$ cat src/rtl/pix_weigh_pkg.sv
// pix_weigh_pkg: shared constants for the pixel weighting pipeline.
//   LUMA_K*    integer BT.601-style luma coefficients (sum = 256)
//   LUMA_SHIFT right shift that normalises the weighted sum to 8 bits
//   *_MSB/LSB  bit positions of the R, G, B fields inside a 24-bit pixel
package pix_weigh_pkg;

    localparam int LUMA_KR    = 77;
    localparam int LUMA_KG    = 150;
    localparam int LUMA_KB    = 29;
    localparam int LUMA_SHIFT = 8;

    localparam int R_MSB = 23;
    localparam int R_LSB = 16;
    localparam int G_MSB = 15;
    localparam int G_LSB = 8;
    localparam int B_MSB = 7;
    localparam int B_LSB = 0;

    typedef logic [23:0] pixel_t;

endpackage

$ cat src/rtl/pix_weigh_if.sv
// pix_weigh_if: pixel stream in, chunk weights out.
//   vs_i, de_i, data_i : incoming sync / enable / RGB pixel
//   vs_o               : vs_i delayed to line up with wd_o
//   de_o, wd_o         : single-cycle strobe and chunk weight
// master = stream source / weight sink, slave = pix_weigh.
interface pix_weigh_if;
    import pix_weigh_pkg::*;

    logic       vs_i;
    logic       de_i;
    pixel_t     data_i;
    logic       vs_o;
    logic       de_o;
    logic [7:0] wd_o;

    modport master (output vs_i, de_i, data_i, input  vs_o, de_o, wd_o);
    modport slave  (input  vs_i, de_i, data_i, output vs_o, de_o, wd_o);

endinterface

$ cat src/rtl/pix_luma.sv
// pix_luma: two-stage RGB -> luma -> threshold pipeline.
//   clk_i, rst_i   : clock, async active-high reset
//   vs_i, de_i     : sync and enable, pixel-aligned with data_i
//   data_i         : R=[23:16], G=[15:8], B=[7:0]
//   vs_o, de_o     : vs/de delayed two cycles
//   q_o            : pixel qualifies (bright for POL=1, dark for POL=0),
//                    already gated by de
module pix_luma
    import pix_weigh_pkg::*;
#(
    parameter int THRES = 128,
    parameter int POL   = 1
) (
    input  logic   clk_i,
    input  logic   rst_i,
    input  logic   vs_i,
    input  logic   de_i,
    input  pixel_t data_i,
    output logic   vs_o,
    output logic   de_o,
    output logic   q_o
);

    localparam logic [7:0] THR = 8'(THRES);

    logic [15:0] p_r, p_g, p_b;
    logic        s1_de, s1_vs;

    logic [15:0] sum;
    logic [15:0] sum_sh;
    logic [7:0]  luma;
    logic        hit;

    // Coefficients sum to 256, so the 16-bit sum tops out at 65280.
    assign sum    = p_r + p_g + p_b;
    assign sum_sh = sum >> LUMA_SHIFT;
    assign luma   = sum_sh[7:0];
    assign hit    = (luma >= THR);

    always_ff @(posedge clk_i or posedge rst_i) begin
        if (rst_i) begin
            p_r   <= '0;
            p_g   <= '0;
            p_b   <= '0;
            s1_de <= 1'b0;
            s1_vs <= 1'b0;
            de_o  <= 1'b0;
            vs_o  <= 1'b0;
            q_o   <= 1'b0;
        end else begin
            p_r   <= 16'(LUMA_KR) * {8'd0, data_i[R_MSB:R_LSB]};
            p_g   <= 16'(LUMA_KG) * {8'd0, data_i[G_MSB:G_LSB]};
            p_b   <= 16'(LUMA_KB) * {8'd0, data_i[B_MSB:B_LSB]};
            s1_de <= de_i;
            s1_vs <= vs_i;
            de_o  <= s1_de;
            vs_o  <= s1_vs;
            q_o   <= s1_de & ((POL != 0) ? hit : ~hit);
        end
    end

endmodule

$ cat src/rtl/pix_weigh.sv
// pix_weigh: counts qualifying pixels per CHUNK-pixel horizontal chunk.
//   clk_i, rst_i : pixel clock, async active-high reset
//   bus (slave)  : vs_i/de_i/data_i stream in; de_o strobe with wd_o
//                  weight (0..CHUNK) out; vs_o = vs_i delayed 3 cycles
// A chunk is emitted when full, or flushed early at a line end (de
// falling) or a vs edge while a partial chunk is pending.
module pix_weigh
    import pix_weigh_pkg::*;
#(
    parameter int CHUNK = 16,
    parameter int THRES = 128,
    parameter int POL   = 1
) (
    input  logic        clk_i,
    input  logic        rst_i,
    pix_weigh_if.slave  bus
);

    localparam logic [7:0] LAST = 8'(CHUNK - 1);

    logic       l_vs, l_de, l_q;
    logic [7:0] cnt, acc;
    logic       de_d;
    logic       vs_r, de_r;
    logic [7:0] wd_r;

    pix_luma #(.THRES(THRES), .POL(POL)) u_luma (
        .clk_i  (clk_i),
        .rst_i  (rst_i),
        .vs_i   (bus.vs_i),
        .de_i   (bus.de_i),
        .data_i (bus.data_i),
        .vs_o   (l_vs),
        .de_o   (l_de),
        .q_o    (l_q)
    );

    // vs_r doubles as the previous stage-2 vs, used for edge detection.
    always_ff @(posedge clk_i or posedge rst_i) begin
        if (rst_i) begin
            cnt  <= '0;
            acc  <= '0;
            de_d <= 1'b0;
            vs_r <= 1'b0;
            de_r <= 1'b0;
            wd_r <= '0;
        end else begin
            vs_r <= l_vs;
            de_d <= l_de;
            de_r <= 1'b0;
            if (l_de) begin
                if (cnt == LAST) begin
                    de_r <= 1'b1;
                    wd_r <= acc + {7'd0, l_q};
                    cnt  <= '0;
                    acc  <= '0;
                end else begin
                    cnt <= cnt + 8'd1;
                    acc <= acc + {7'd0, l_q};
                end
            end else if ((de_d || (l_vs != vs_r)) && (cnt != 8'd0)) begin
                de_r <= 1'b1;
                wd_r <= acc;
                cnt  <= '0;
                acc  <= '0;
            end
        end
    end

    assign bus.vs_o = vs_r;
    assign bus.de_o = de_r;
    assign bus.wd_o = wd_r;

endmodule

$ cat src/flat_wrapper.sv
// flat-port wrapper written by rule: the top's interface ports become plain ports
module pix_weigh_flat import pix_weigh_pkg::*;
#(
    parameter int CHUNK = 16,
    parameter int THRES = 128,
    parameter int POL   = 1
)
  (clk_i, rst_i, bus_vs_i, bus_de_i, bus_data_i, bus_vs_o, bus_de_o, bus_wd_o);
  pix_weigh_if bus_i ();
  input  logic clk_i;
  input  logic rst_i;
  input wire logic [$bits(bus_i.vs_i)-1:0] bus_vs_i;
  input wire logic [$bits(bus_i.de_i)-1:0] bus_de_i;
  input wire logic [$bits(bus_i.data_i)-1:0] bus_data_i;
  output wire logic [$bits(bus_i.vs_o)-1:0] bus_vs_o;
  output wire logic [$bits(bus_i.de_o)-1:0] bus_de_o;
  output wire logic [$bits(bus_i.wd_o)-1:0] bus_wd_o;
  assign bus_i.vs_i = bus_vs_i;
  assign bus_i.de_i = bus_de_i;
  assign bus_i.data_i = bus_data_i;
  assign bus_vs_o = bus_i.vs_o;
  assign bus_de_o = bus_i.de_o;
  assign bus_wd_o = bus_i.wd_o;
  pix_weigh #(.CHUNK(CHUNK), .THRES(THRES), .POL(POL)) u_core (.clk_i(clk_i), .rst_i(rst_i), .bus(bus_i));
endmodule
$ cat config.mk
export PLATFORM = sky130hd
export DESIGN_NAME = pix_weigh_flat
export DESIGN_NICKNAME = d
export VERILOG_FILES = /design/src/rtl/pix_weigh_pkg.sv /design/src/rtl/pix_weigh_if.sv /design/src/rtl/pix_luma.sv /design/src/rtl/pix_weigh.sv /design/src/flat_wrapper.sv
export SDC_FILE = /design/constraint.sdc
export NUM_CORES = 1
export LEC_CHECK = 0
export BUFFER_PORTS_ARGS = -buffer_cell sky130_fd_sc_hd__buf_4
export CAP_MARGIN = 40
export CORE_MARGIN = 2
export CORE_UTILIZATION = 25
export CTS_CLUSTER_DIAMETER = 120
export DETAILED_ROUTE_END_ITERATION = 12
export MAX_ROUTING_LAYER = met4
export PLACE_DENSITY_LB_ADDON = 0.25
export SLEW_MARGIN = 20
export SYNTH_ARGS = -nofsm -noshare
export SYNTH_HDL_FRONTEND = slang
export SYNTH_SLANG_ARGS = --single-unit
$ cat constraint.sdc
create_clock -name clk_i -period 4.25 [get_ports clk_i]
set_clock_uncertainty 0.15 [all_clocks]
set_input_delay 0.85 -clock clk_i [delete_from_list [all_inputs] [get_ports clk_i]]
set_output_delay 0.85 -clock clk_i [all_outputs]
set_load 0.02 [all_outputs]
==> flow_summary.ini <==
[clock_tree]
cts_root_buf = clkbuf_16
cts_made_buffers = 9
clockBufferDepth = 2
path_clk_slew_ns = 0.06
cts_setup_buffers = 0
clock_latency_ns = 0.33
clkSinkCount = 75
cts_tree = built
htree_num_levels = 3
cts.repair.resized = 0
cts-hold-fix-buffers = 0

[worst_hold_path]
hold_start = u_core.u_luma.s1_vs
holdCritPathClass = reg -> reg

[die]
num_rows = 57
fp.dieH_um = 159.8
die_x_um = 159.8
start_util_pct = 25.24
io_pins = 38
die-area_mm2 = 0.02552
core_mm2 = 0.02403

[synth]
synth_compound_area_share_pct = 11.18
synthMuxAreaShare_pct = 0.5776
synthXorXnorAreaFrac_pct = 5.054
yosys.area_share.simple_pct = 8.932
synthCells = 586
syn_area_mm2 = 0.006066
synth-edff-count = 0
synthFlopType = dfrtp_1
synth_fa_ha_area_share_pct = 36.67
ys_types = 47
ys_seq_area_share_pct = 30.94
syn_area_per_cell_um2 = 10.35
syn-num-nets = 769
synth-seq-cells = 75
async_flop_share_pct = 100.0
yosys_warnings = 0
synth_top_family_by_area = adder cells

[timing]
fmax_ghz = 0.2568
finalSetupViolations = 0
fin_crit_sh_pct = 91.63
setup_tns_ns = 0
hold_viol = 0
rsz0062_at_grt = false
maxSlewViolCount = 0
tightest_slew_ns = 0.7634
slew_headroom_pct = 48.92
period_minus_slack_ns = 3.894

[layout]
fin_nets = 817
drive_above_1_share_pct = 9.859
final_common_cell = ha_1
diodes = 0
final_cell_mix = 117 x ha_1, 94 x inv_1, 75 x dfrtp_1
design_area_mm2 = 0.007034
area_growth_pct = 15.97

[placed_design]
gp_congestion = 0.7404
io_buffers = 37
post_dp_cell_area_mm2 = 0.006761
dp_hpwl_mm = 9.412

[grt]
grt_pass1_wl_mm = 20.01
grt_util_met1_pct = 12.29
grt_max_degree = 31
grt_use_met2_pct = 16.39
grt_busiest_layer = met2
grtUsageTotal_pct = 9.780
grt_pass1_vias = 4221
grtUsageMet3_pct = 1.792
antenna_found_initial = 0
overflow = 0

[setup_path]
crit_fanout = 4
crit_arrival_ns = 3.95
regToRegStartpoint = u_core.cnt[4]
setup.worst_path.end_class = flip-flop
crit_type = in -> reg
cp.required_ns = 4.31
worst_setup_path_start_kind = input port
startpoint = bus_data_i[12]

[drt]
drt-total-wl_mm = 11.18
drc = 0
dr.pass1.iters = 4
vias = 4039
ant_nets = 0
wl_per_cell_um = 11.61
drtIter0Drc = 112
vias_per_cell = 4.194

[power_and_ir_drop]
power.density_mw_per_mm2 = 499.2
ir_drop_mv = 0.2974
power.leakage_nw = 3.582
total_power_mw = 3.511

[run_status]
status = finished clean

[flow_run]
drv_cap = 0
## power by group
part | internal [mW] | total (mW) | switching (mW)
Sequential | 0.936 | 1.07 | 0.131
Combinational | 0.828 | 1.76 | 0.933
Clock | 0.410 | 0.682 | 0.272
## Yosys cell counts, drive strengths merged, types with 4 or more instances
cell type,n,area (um2)
ha,117,1464
nand2,25,93.84
a211oi,4,30.03
dfrtp,75,1877
nand4,4,25.02
nand2b,11,68.82
nor2b,4,25.02
and3,12,76.33
xor2,13,113.9
o21bai,4,30.03
nor3,8,40.04
a21o,10,75.07
fa,38,760.7
nand3,7,35.03
a21oi,26,130.1
o211ai,5,37.54
o21ai,34,170.2
nor2,32,120.1
buf,4,38.78
inv,95,356.6
xnor2,22,192.7
## through the flow
step	hold slack, ns	util, %	setup slack, ns	cells
6_report	0.1963	29.27	0.3555	963
5_1_grt	0.2140	29.27	0.1365	963
4_1_cts	0.1995	29.27	0.3557	963
3_5_place_dp	0.1856	28.13	0.01314	947
3_3_place_gp	0.1842	28.05	0.09324	946
2_1_floorplan	0.1812	-	0.3087	586
## layout make-up
type	instances	area [um2]
inverter	95	357.8
fill	2530	17000
sequential	75	1877
clock inverter	4	26.28
timing repair buffer	43	335.3
multi-input combinational	410	3786
tap	324	405.4
clock buffer	12	246.5
## worst max-delay path: stages
cell and delay (ns):
buf_4 0.13, ha_1 0.28, ha_1 0.27, inv_1 0.05, fa_1 0.49, fa_1 0.51, inv_1 0.04, ha_1 0.31
nand2_1 0.10, nor4_1 0.31, o21ai_0 0.24, o311ai_0 0.37
## routing by layer
layer	share of wire [%]	vias up
li1	-	2083
met1	48	1910
met2	49	36
met3	2.0	10
met4	0.92	0
met5	0	-
## worst paths after layout
kind / endpoint / slack [ns] / cells past startpoint
max: u_core.u_luma.p_g[14] / 0.36 / 12
min: u_core.u_luma.vs_o / 0.20 / 0
max reg2reg: u_core.acc[7] / 1.67 / 5
min reg2reg: u_core.u_luma.vs_o / 0.20 / 0
max in group asynchronous: u_core.u_luma.p_b[6] / 2.95 / 3
min in group asynchronous: u_core.u_luma.s1_vs / 0.35 / 2
## registers in the layout, indices dropped and copies added (netlist names), 8 cells and up
signal / count
u_core.u_luma.p_g: 15
u_core.u_luma.p_r: 15
u_core.u_luma.p_b: 13
u_core.acc: 8
u_core.bus.wd_o: 8
u_core.cnt: 8
## cells by family after synthesis
| kind of cell | after synthesis |
|---|---|
| AND/OR/NAND/NOR | 110 |
| AO/OA/AOI/OAI | 107 |
| adder cells (fa/ha/maj) | 155 |
| multiplexers | 3 |
| flip-flops | 75 |
| buffers and inverters | 101 |
| XOR/XNOR | 35 |
Power figures use the tool's default switching activity.
